==> config.mk <==
export PLATFORM = sky130hd
export DESIGN_NAME = iod_dly_line_ctrl
export DESIGN_NICKNAME = d
export VERILOG_FILES = /design/src/rtl/iod_dly_line_ctrl.sv
export SDC_FILE = /design/constraint.sdc
export NUM_CORES = 1
export LEC_CHECK = 0
export CORE_MARGIN = 5
export CORE_UTILIZATION = 45
export CTS_BUF_LIST = sky130_fd_sc_hd__clkbuf_8
export CTS_CLUSTER_DIAMETER = 60
export DETAILED_ROUTE_END_ITERATION = 6
export PLACE_DENSITY = 0.71
export SLEW_MARGIN = 20
export SYNTH_ARGS = -nofsm -noshare
export SYNTH_HDL_FRONTEND = slang
export SYNTH_SLANG_ARGS = --single-unit
==> constraint.sdc <==
create_clock -name fab_clk_i -period 3.4 [get_ports fab_clk_i]
set_input_delay 0.34 -clock fab_clk_i [delete_from_list [all_inputs] [get_ports fab_clk_i]]
set_output_delay 0.34 -clock fab_clk_i [all_outputs]
set_load 0.05 [all_outputs]
==> src/rtl/iod_dly_line_ctrl.sv <==
// IOD delay-line controller: turns move/load commands into single-tap strobes,
// tracks the tap position, honours range limits and lets the line settle after
// every strobe.
module iod_dly_line_ctrl #(
  parameter int unsigned TAP_W      = 8,
  parameter int unsigned MAX_TAP    = 255,
  parameter int unsigned LOAD_TAP   = 1,
  parameter int unsigned SETTLE_CYC = 4
) (
  input  logic             fab_clk_i,
  input  logic             arst_ni,
  // Command interface
  input  logic             req_valid_i,
  output logic             req_ready_o,
  input  logic             req_load_i,
  input  logic             req_dir_i,
  input  logic [TAP_W-1:0] req_steps_i,
  // Status
  output logic             done_o,
  output logic             err_o,
  output logic             busy_o,
  output logic [TAP_W-1:0] tap_pos_o,
  // IOD delay-line control
  output logic             delay_line_move_o,
  output logic             delay_line_direction_o,
  output logic             delay_line_load_o,
  input  logic             delay_line_out_of_range_i
);

  typedef enum logic [2:0] {
    StIdle,
    StLoad,
    StMove,
    StSettle,
    StFin
  } state_e;

  localparam logic [TAP_W-1:0] MaxTap     = TAP_W'(MAX_TAP);
  localparam logic [TAP_W-1:0] LoadTap    = TAP_W'(LOAD_TAP);
  localparam logic [TAP_W-1:0] TapOne     = TAP_W'(1);
  // Settle counter counts down to zero, so it starts one below the length.
  localparam logic [3:0]       SettleLast = 4'(SETTLE_CYC - 1);

  state_e           state_q, state_d;
  logic [TAP_W-1:0] tap_q, tap_d;
  logic [TAP_W-1:0] rem_q, rem_d;
  logic [3:0]       cnt_q, cnt_d;
  logic             dir_q, dir_d;
  logic             err_q, err_d;

  logic             at_limit;

  // Moving further in the captured direction would leave the legal range.
  assign at_limit = dir_q ? (tap_q == MaxTap) : (tap_q == '0);

  // Next-state and datapath updates.
  always_comb begin
    state_d = state_q;
    tap_d   = tap_q;
    rem_d   = rem_q;
    cnt_d   = cnt_q;
    dir_d   = dir_q;
    err_d   = err_q;

    unique case (state_q)
      StIdle: begin
        if (req_valid_i) begin
          err_d = 1'b0;
          if (req_load_i) begin
            // Clear leftovers of an abandoned move so the load ends in FIN.
            rem_d   = '0;
            state_d = StLoad;
          end else begin
            dir_d = req_dir_i;
            rem_d = req_steps_i;
            if (req_steps_i == '0) begin
              state_d = StFin;
            end else begin
              state_d = StMove;
            end
          end
        end
      end

      StLoad: begin
        tap_d   = LoadTap;
        cnt_d   = SettleLast;
        state_d = StSettle;
      end

      StMove: begin
        if (at_limit) begin
          err_d   = 1'b1;
          state_d = StFin;
        end else begin
          tap_d   = dir_q ? (tap_q + TapOne) : (tap_q - TapOne);
          rem_d   = rem_q - TapOne;
          cnt_d   = SettleLast;
          state_d = StSettle;
        end
      end

      StSettle: begin
        if (delay_line_out_of_range_i) begin
          err_d = 1'b1;
        end
        if (cnt_q == 4'd0) begin
          // An out-of-range flag seen anywhere in this window abandons the rest.
          if (err_q || delay_line_out_of_range_i || (rem_q == '0)) begin
            state_d = StFin;
          end else begin
            state_d = StMove;
          end
        end else begin
          cnt_d = cnt_q - 4'd1;
        end
      end

      StFin: begin
        state_d = StIdle;
      end

      default: begin
        state_d = StIdle;
      end
    endcase
  end

  // State and datapath registers.
  always_ff @(posedge fab_clk_i or negedge arst_ni) begin
    if (!arst_ni) begin
      state_q <= StIdle;
      tap_q   <= LoadTap;
      rem_q   <= '0;
      cnt_q   <= '0;
      dir_q   <= 1'b0;
      err_q   <= 1'b0;
    end else begin
      state_q <= state_d;
      tap_q   <= tap_d;
      rem_q   <= rem_d;
      cnt_q   <= cnt_d;
      dir_q   <= dir_d;
      err_q   <= err_d;
    end
  end

  // Outputs are decoded from registered state only, so they are glitch-free
  // relative to the command inputs.
  always_comb begin
    req_ready_o            = (state_q == StIdle);
    busy_o                 = (state_q != StIdle);
    done_o                 = (state_q == StFin);
    err_o                  = err_q;
    tap_pos_o              = tap_q;
    delay_line_move_o      = (state_q == StMove) && !at_limit;
    delay_line_load_o      = (state_q == StLoad);
    delay_line_direction_o = dir_q;
  end

  // Strobes are mutually exclusive and always separated by a settle window.
  assert property (@(posedge fab_clk_i) disable iff (!arst_ni)
    !(delay_line_move_o && delay_line_load_o));
  assert property (@(posedge fab_clk_i) disable iff (!arst_ni)
    (delay_line_move_o || delay_line_load_o) |=> !(delay_line_move_o || delay_line_load_o));
  assert property (@(posedge fab_clk_i) disable iff (!arst_ni)
    tap_q <= MaxTap);

endmodule

==> impl_metrics.json, run 1 <==
{
  "async_reset_ff_share_pct": 100.0,
  "yosysWarnings": 0,
  "area_delta_synth_final_pct": 20.98,
  "synthCells": 215,
  "reg2reg_slack_ns": 1.07,
  "status": "completed",
  "fp.dieH_microns": 73.89,
  "path_class": "reg2out",
  "synth_simple_gate_area_share_pct": 25.54,
  "drtPass1Iterations": 4,
  "postRouteAntennaNets": 0,
  "synthesis.nets": 240,
  "grt_max_degree": 26,
  "finalPower_mw": 2.461,
  "drc": 0,
  "portBuffers": 28,
  "path_clk_slew_ns": 0.09,
  "crit_fanout": 10,
  "synth_fa_ha_area_share_pct": 7.902,
  "drtIter0Drc": 98,
  "synth_top_area_cell": "dfrtp_1",
  "synth-compound-area-share_pct": 25.14,
  "gr-total-overflow": 0,
  "die_w_microns": 73.89,
  "wirelength_microns": 4578,
  "worst_ep_required_time_ns": 3.06,
  "postCtsSetupRepairBufs": 0,
  "synth_xor_area_share_pct": 0.4768,
  "rr_worst_depth": 7,
  "fmax_mhz": 355.3,
  "reg2reg_to": "tap_pos_o[7]",
  "setup_viol": 0,
  "nets": 271,
  "synth_top_area_share_pct": 32.70,
  "antenna_found_initial": 0,
  "fin_crit_ns": 2.815,
  "synthMuxAreaShare_pct": 2.316,
  "vdd_drop_max_uv": 753.9,
  "synth_cell_types": 54,
  "hp-class": "in2async",
  "wire_per_inst_microns": 15.52,
  "slew-limit-headroom_pct": 50.79,
  "grt_pass1_wl_microns": 7886,
  "cts_max_level": 1,
  "finalHoldViolations": 0,
  "post-route-util_pct": 55.95,
  "routed-via-count": 1718,
  "dp_hpwl_microns": 3517,
  "cts_tree": "yes",
  "num_rows": 23,
  "crit_arrival_ns": 2.47,
  "synthFlopType": "dfrtp_1",
  "clock_latency_ns": 0.27,
  "timing.rr.start": "delay_line_direction_o",
  "synth_top_family_by_area": "simple AND/OR/NAND/NOR gates",
  "ios": 29,
  "cts_resized": 0,
  "fillCellCount": 374,
  "start_util_pct": 46.25,
  "power_density_nw_per_um2": 1107,
  "die_area_sq_um": 5460,
  "drv_slew": 0,
  "cts-root-buf": "clkbuf_8",
  "endpoint_kind": "output pin",
  "worst_pin_slew_ns": 0.7319,
  "seq_area_frac_synth_pct": 34.13,
  "viasPerCell": 5.824,
  "cts_buffers": 3,
  "n_antenna_cell": 0,
  "fin_area_sq_um": 2222,
  "drive_gt1_share_pct": 8.163,
  "avgSynthCellArea_sq_um": 8.543,
  "cp-start-kind": "flop",
  "tns_ns": 0,
  "synthTopCellsByArea": "dfrtp_1 (33%), ha_1 (6.8%), o21ai_0 (4.4%), nand2_1 (4.3%), inv_1 (3.5%)",
  "synth_edf_count": 0,
  "cts.sinks": 25,
  "syn-cell-area_sq_um": 1837,
  "timing.final.crit_share_pct": 82.79,
  "cts_hold_buf": 0,
  "rsz0062_at_grt": "false",
  "place_area_sq_um": 2176,
  "cts_max_path_buffers": 2,
  "grt_use_total_pct": 18.48,
  "synth_seq_cells": 25,
  "grt_pass1_vias": 1642,
  "p_leak_nw": 0.9337,
  "gp_congestion": 0.9335,
  "maxCapViolCount": 0,
  "fin_worst_skew_ns": 0.001892,
  "coreArea_sq_um": 3971
}
[area by class of cell]
type                       instances  area (sq um)  share of cell area (%)
tap                               50         62.56                   2.815
multi-input combinational        169          1127                   50.73
clock buffer                       3         41.29                   1.858
timing repair buffer              30         295.3                   13.29
sequential                        25         626.9                   28.21
inverter                          17         63.81                   2.872
clock inverter                     1         5.005                  0.2252
[how the worst max path moves through the flow]
| stage | cells after the start | to | from |
|---|---|---|---|
| after floorplan | 6 | delay_line_direction_o | state_q[2] |
| after global placement | 5 | delay_line_move_o | tap_pos_o[0] |
| after detailed placement | 5 | delay_line_move_o | tap_pos_o[0] |
| after CTS | 5 | delay_line_move_o | tap_pos_o[0] |
| after global routing | 5 | delay_line_move_o | tap_pos_o[5] |
| final | 5 | delay_line_move_o | tap_pos_o[0] |
[report_power, final]
group / leakage (nW) / total (mW) / switching [mW] / internal, mW
Combinational: 0.594 / 1.69 / 1.06 / 0.628
Sequential: 0.314 / 0.586 / 0.156 / 0.430
Clock: 0.0255 / 0.185 / 0.102 / 0.0823
Total: 0.934 / 2.46 / 1.32 / 1.14
[cell families (layout without fill, tap and decap cells)]
logic type | after synthesis | in the layout
compound gates | 66 | 66
mux | 4 | 4
buf+inv | 21 | 51
fa+ha+maj | 11 | 11
simple gates | 87 | 87
flops | 25 | 25
xor+xnor | 1 | 1
[sequential cells by signal (all words and copies together) (netlist names)]
name,flops
rem_q,8
tap_pos_o,8
cnt_q,4
state_q,3
delay_line_direction_o,1
err_o,1
[routing by layer]
layer  global-route usage, %  vias to the layer above  part of all wire (%)
li1                        -                      857                     -
met1                   26.58                      792                    46
met2                   28.64                       64                    46
met3                   3.010                        5                   6.4
met4                   4.829                        0                   1.1
met5                       0                        -                     0
[cells in the final DEF, fill, tap and decap left out, types with 2 or more instances in the layout]
cell / count
inv_1: 17
o2bb2ai_1: 2
nor3_1: 8
or4_4: 2
nand3_2: 2
a21o_1: 3
mux2_2: 2
and2_1: 3
nand2_1: 21
or3_1: 4
dfrtp_1: 24
ha_1: 10
nor2_1: 17
mux2i_1: 2
buf_4: 2
o31ai_1: 7
nand3_1: 8
a211oi_1: 3
o21ai_0: 16
a21oi_1: 12
o211ai_1: 2
nand2b_1: 3
a32oi_1: 2
nor4_1: 6
clkbuf_8: 3
o21ai_1: 3
clkdlybuf4s50_1: 28
nor2b_1: 4
a31oi_1: 2
[cell usage after synthesis, types with 2 or more instances]
master,number
a32oi_1,2
mux2_2,2
nand3_1,8
a21oi_1,12
a21o_1,3
nor2b_1,4
o31ai_1,7
inv_1,17
o21ai_0,16
a211oi_1,3
o21ai_1,3
nand2_1,21
o211ai_1,2
nor2_1,17
nand3_2,2
dfrtp_1,24
buf_2,3
nor3_1,8
or4_4,2
nand2b_1,3
or3_1,4
mux2i_1,2
a31oi_1,2
ha_1,10
nor4_1,6
o2bb2ai_1,2
and2_1,3
[worst max-delay path, cell delays in order (launching register included)]
cell	delay (ns)
dfstp_2	0.60
nand3_1	0.11
or4_4	0.48
nand3_2	0.20
inv_1	0.10
clkdlybuf4s50_1	0.71
[per-stage QoR]
step	hold slack (ns)	cells	worst slack, ns
detailed placement	0.5077	291	0.8798
global placement	0.5020	291	0.9095
finish	0.4201	295	0.5851
CTS	0.4389	295	0.5727
global route	0.4570	295	0.4610
floorplan	0.04441	215	0.3199
Power figures use the tool's default switching activity.
==> inputs of run 2 (changes only) <==
==> constraint.sdc (replaced) <==
create_clock -name fab_clk_i -period 2.6 [get_ports fab_clk_i]
set_input_delay 0.26 -clock fab_clk_i [delete_from_list [all_inputs] [get_ports fab_clk_i]]
set_output_delay 0.26 -clock fab_clk_i [all_outputs]
set_load 0.05 [all_outputs]
==> run 2 against run 1 <==
Routed wire length fell by 2.7%; power grew 31%; clock power rose by 24%; cell area rose by 1.0%; sequential share of layout area decreased by 0.28 points; non-clock buffer count grew 1; combinational power up 31%; via count is 0.17% lower; highest routed layer unchanged.
==> impl_metrics.json, run 2 (same netlist as run 1, synthesis figures left out) <==
{
  "status": "completed",
  "gp_congestion": 0.8758,
  "gr-total-overflow": 0,
  "die_area_sq_um": 5460,
  "wl_met1_microns": 2175,
  "coreArea_sq_um": 3971,
  "cp-start-kind": "flop",
  "n_antenna_cell": 0,
  "drtPass1Iterations": 4,
  "slew-limit-headroom_pct": 50.78,
  "drtIter0Drc": 93,
  "worst_hold_slack_ns": 0.3472,
  "finalPower_mw": 3.233,
  "top_layer_used": "met4",
  "power_density_nw_per_um2": 1440,
  "nets": 272,
  "path_clk_slew_ns": 0.09,
  "cts_max_level": 1,
  "drc": 0,
  "wire_per_inst_microns": 15.05,
  "setup.worst_path.start": "state_q[2]",
  "worst_ep_required_time_ns": 2.34,
  "finalHoldViolations": 0,
  "mostFrequentLayoutCells": "clkdlybuf4s50_1 (27), dfrtp_1 (24), nand2_1 (21)",
  "drive_gt1_share_pct": 9.350,
  "crit_arrival_ns": 2.05,
  "area_delta_synth_final_pct": 22.21,
  "slowest_stage": "clkdlybuf4s50_1",
  "drv_slew": 0,
  "setup_viol": 0,
  "rr_worst_depth": 7,
  "tns_ns": 0,
  "timing.final.crit_share_pct": 89.03,
  "endpoint_kind": "output pin",
  "cts_max_path_buffers": 2,
  "crit_path_cell_trace": "nor2_1 > nand2_1 > inv_1 > clkdlybuf4s50_1",
  "reg2reg_slack_ns": 0.31,
  "fmax_mhz": 432.0,
  "maxCapViolCount": 0,
  "start_util_pct": 46.25,
  "antenna_found_initial": 0,
  "dr_wl_met2_microns": 2081,
  "pre_cts_ws_ns": 0.3073,
  "die_w_microns": 73.89,
  "worst_pin_slew_ns": 0.7320,
  "final_common_cell": "clkdlybuf4s50_1",
  "setup_slack_ns": 0.2851,
  "portBuffers": 28,
  "cts.sinks": 25,
  "vdd_drop_max_uv": 1016,
  "routed-via-count": 1715,
  "timing.rr.start": "delay_line_direction_o",
  "postRouteAntennaNets": 0,
  "num_rows": 23,
  "cts_resized": 0,
  "reg2reg_to": "tap_pos_o[7]",
  "wl_met3_microns": 173,
  "dp_hpwl_microns": 3552,
  "fp.dieH_microns": 73.89,
  "max_stage_delay_ns": 0.82,
  "fin_worst_skew_ns": 0.001243,
  "wirelength_microns": 4455,
  "cts-root-buf": "clkbuf_8",
  "fin_crit_ns": 2.315,
  "cts_hold_buf": 0,
  "cts_buffers": 3,
  "clock_latency_ns": 0.26,
  "fillCellCount": 383,
  "grt_use_total_pct": 18.18,
  "grt_pass1_wl_microns": 7803,
  "postCtsSetupRepairBufs": 0,
  "path_class": "reg2out",
  "p_leak_nw": 0.9449,
  "rsz0062_at_grt": "false",
  "ios": 29,
  "crit_fanout": 9,
  "cts_tree": "yes",
  "hp-class": "in2async",
  "grt_pass1_vias": 1697,
  "viasPerCell": 5.794,
  "grt_max_degree": 26
}
==> run 2: cell type report <==
| type | count | area (sq um) | share of cell area [%] |
|---|---|---|---|
| multi-input cells | 169 | 1132 | 50.45 |
| flip-flops and latches | 25 | 626.9 | 27.93 |
| repair buffers | 31 | 312.8 | 13.94 |
| inverters | 17 | 63.81 | 2.843 |
| well taps | 50 | 62.56 | 2.787 |
| clock buffers | 3 | 41.29 | 1.839 |
| clock inverters | 1 | 5.005 | 0.2230 |
==> run 2: critical path: cells and delay by family, from the launching register on <==
family | cells | cell delay, ns
and+or+nand+nor | 2 | 0.31
DFF | 1 | 0.49
buffers and inverters | 2 | 0.98
==> run 2: through the flow <==
stage | util [%] | instances | instance area [sq um]
after floorplan | - | 215 | 1842
after global placement | 55.36 | 292 | 2198
after detailed placement | 55.36 | 292 | 2198
after CTS | 56.52 | 296 | 2245
after global routing | 56.52 | 296 | 2245
final | 56.52 | 296 | 2245
==> run 2: where the power goes <==
part | switching (mW) | leakage [nW] | internal (mW)
logic | 1.37 | 0.605 | 0.855
clock network | 0.122 | 0.0255 | 0.107
registers | 0.215 | 0.314 | 0.563
==> run 2: worst max path at each step <==
stage                        end  depth (start not counted)
3_5_place_dp        tap_pos_o[7]                          7
3_3_place_gp        tap_pos_o[7]                          7
2_1_floorplan       tap_pos_o[7]                          7
4_1_cts        delay_line_move_o                          5
6_report       delay_line_load_o                          4
5_1_grt             tap_pos_o[7]                          7
==> run 2: layer usage <==
metal	GRT usage (%)	vias to the layer above
met5	0	-
met3	2.189	2
li1	-	864
met1	25.63	811
met4	3.823	0
met2	29.82	38
==> inputs of run 3 (changes only) <==
--- a/config.mk
+++ b/config.mk
@@ -5,6 +5,7 @@
 export SDC_FILE = /design/constraint.sdc
 export NUM_CORES = 1
 export LEC_CHECK = 0
+export CORE_ASPECT_RATIO = 1.1
 export CORE_MARGIN = 5
 export CORE_UTILIZATION = 45
 export CTS_BUF_LIST = sky130_fd_sc_hd__clkbuf_8
==> run 3 against run 2 <==
Global-route usage is 0.85 points lower; maximum frequency hardly changed; largest cell class unchanged; register-to-register slack hardly changed; critical endpoint unchanged; highest routed layer unchanged.
==> impl_metrics.json, run 3 (same netlist as run 1, synthesis figures left out) <==
{
  "status": "completed",
  "drv_slew": 0,
  "max_stage_delay_ns": 0.82,
  "tns_ns": 0,
  "pre_cts_ws_ns": 0.3234,
  "nets": 273,
  "worst_ep_required_time_ns": 2.34,
  "path_clk_slew_ns": 0.10,
  "die_w_microns": 70.92,
  "setup_viol": 0,
  "grt_pass1_vias": 1665,
  "coreArea_sq_um": 3964,
  "fp.dieH_microns": 77.01,
  "rsz0062_at_grt": "false",
  "crit_path_cell_trace": "nor2_1 > nand2_1 > inv_1 > clkdlybuf4s50_1",
  "drive_gt1_share_pct": 9.717,
  "final_common_cell": "clkdlybuf4s50_1",
  "cts_buffers": 3,
  "path_class": "reg2out",
  "fin_worst_skew_ns": 0.002342,
  "cp-start-kind": "flop",
  "clock_latency_ns": 0.28,
  "multi_input_area_sq_um": 1132,
  "slowest_stage": "clkdlybuf4s50_1",
  "postRouteAntennaNets": 0,
  "routed-via-count": 1735,
  "cts_tree": "yes",
  "wirelength_microns": 4544,
  "reg2reg_slack_ns": 0.30,
  "setup_slack_ns": 0.2833,
  "antenna_found_initial": 0,
  "cts_max_path_buffers": 2,
  "cts-root-buf": "clkbuf_8",
  "finalPower_mw": 3.272,
  "die_area_sq_um": 5461,
  "crit_arrival_ns": 2.06,
  "crit_fanout": 9,
  "mostFrequentLayoutCells": "clkdlybuf4s50_1 (27), dfrtp_1 (24), nand2_1 (21)",
  "n_antenna_cell": 0,
  "grt_use_total_pct": 17.34,
  "fmax_mhz": 431.6,
  "finalNonFillerCells": 299,
  "grt_pass1_wl_microns": 7686,
  "num_rows": 24,
  "drc": 0,
  "vdd_drop_max_uv": 940.4,
  "cts.sinks": 25,
  "cts_hold_buf": 0,
  "endpoint_kind": "output pin",
  "portBuffers": 28,
  "start_util_pct": 46.34,
  "slew-limit-headroom_pct": 60.53,
  "ios": 29,
  "cts_resized": 0,
  "area_delta_synth_final_pct": 22.75,
  "placed_cells": 295,
  "post-route-util_pct": 56.88,
  "timing.final.crit_share_pct": 89.11,
  "maxCapViolCount": 0,
  "gr-total-overflow": 0,
  "power_density_nw_per_um2": 1451,
  "postCtsSetupRepairBufs": 0,
  "drtIter0Drc": 104,
  "gp_congestion": 0.8027,
  "cts_max_level": 1,
  "worst_pin_slew_ns": 0.5858,
  "seq_area_sq_um": 626.9,
  "fillCellCount": 377,
  "finalHoldViolations": 0,
  "drtPass1Iterations": 4,
  "hp-class": "in2async",
  "p_leak_nw": 0.9499,
  "viasPerCell": 5.803,
  "grt_max_degree": 26,
  "wire_per_inst_microns": 15.20,
  "dp_hpwl_microns": 3512,
  "fin_crit_ns": 2.317
}
run 3: changes by cell type in the layout (fill, tap and decap cells not counted), sizes merged:
cell	delta
buf	+1
run 3: critical path, delay by kind of cell, from the launching register on:
family | cells | cell delay (ns)
simple gates | 2 | 0.30
flops | 1 | 0.49
buf+inv | 2 | 0.99
run 3: stage by stage:
step | hold slack, ns | area (sq um)
global placement | 0.4958 | 2208
CTS | 0.3552 | 2255
finish | 0.3423 | 2255
floorplan | -0.03559 | 1842
detailed placement | 0.5070 | 2208
global route | 0.3657 | 2255
run 3: worst paths after layout:
kind	from	endpoint	cells past startpoint
hold reg to reg	cnt_q[0]	cnt_q[0]	1
max in group asynchronous	arst_ni	tap_pos_o[0]	2
setup reg to reg	delay_line_direction_o	tap_pos_o[7]	7
setup / recovery	state_q[2]	delay_line_load_o	4
min in group fab_clk_i	cnt_q[0]	cnt_q[0]	1
hold / removal	arst_ni	rem_q[3]	2
run 3: layout make-up:
cell class                 instances  area share, %
sequential                        25          27.80
clock buffer                       3          1.831
multi-input combinational        169          50.22
inverter                          17          2.830
clock inverter                     1         0.2220
timing repair buffer              32          14.21
tap                               52          2.886
run 3: power by group:
group          total, mW  internal, mW  switching, mW
Combinational       2.25         0.870           1.38
Clock              0.245         0.108          0.137
Sequential         0.773         0.562          0.211
run 3: routing by layer:
metal	track usage (%)	routed length (microns)	up-vias
met5	0	0	-
met3	2.353	250	7
li1	-	-	861
met1	25.47	2170	819
met2	26.53	2069	48
met4	4.699	55	0
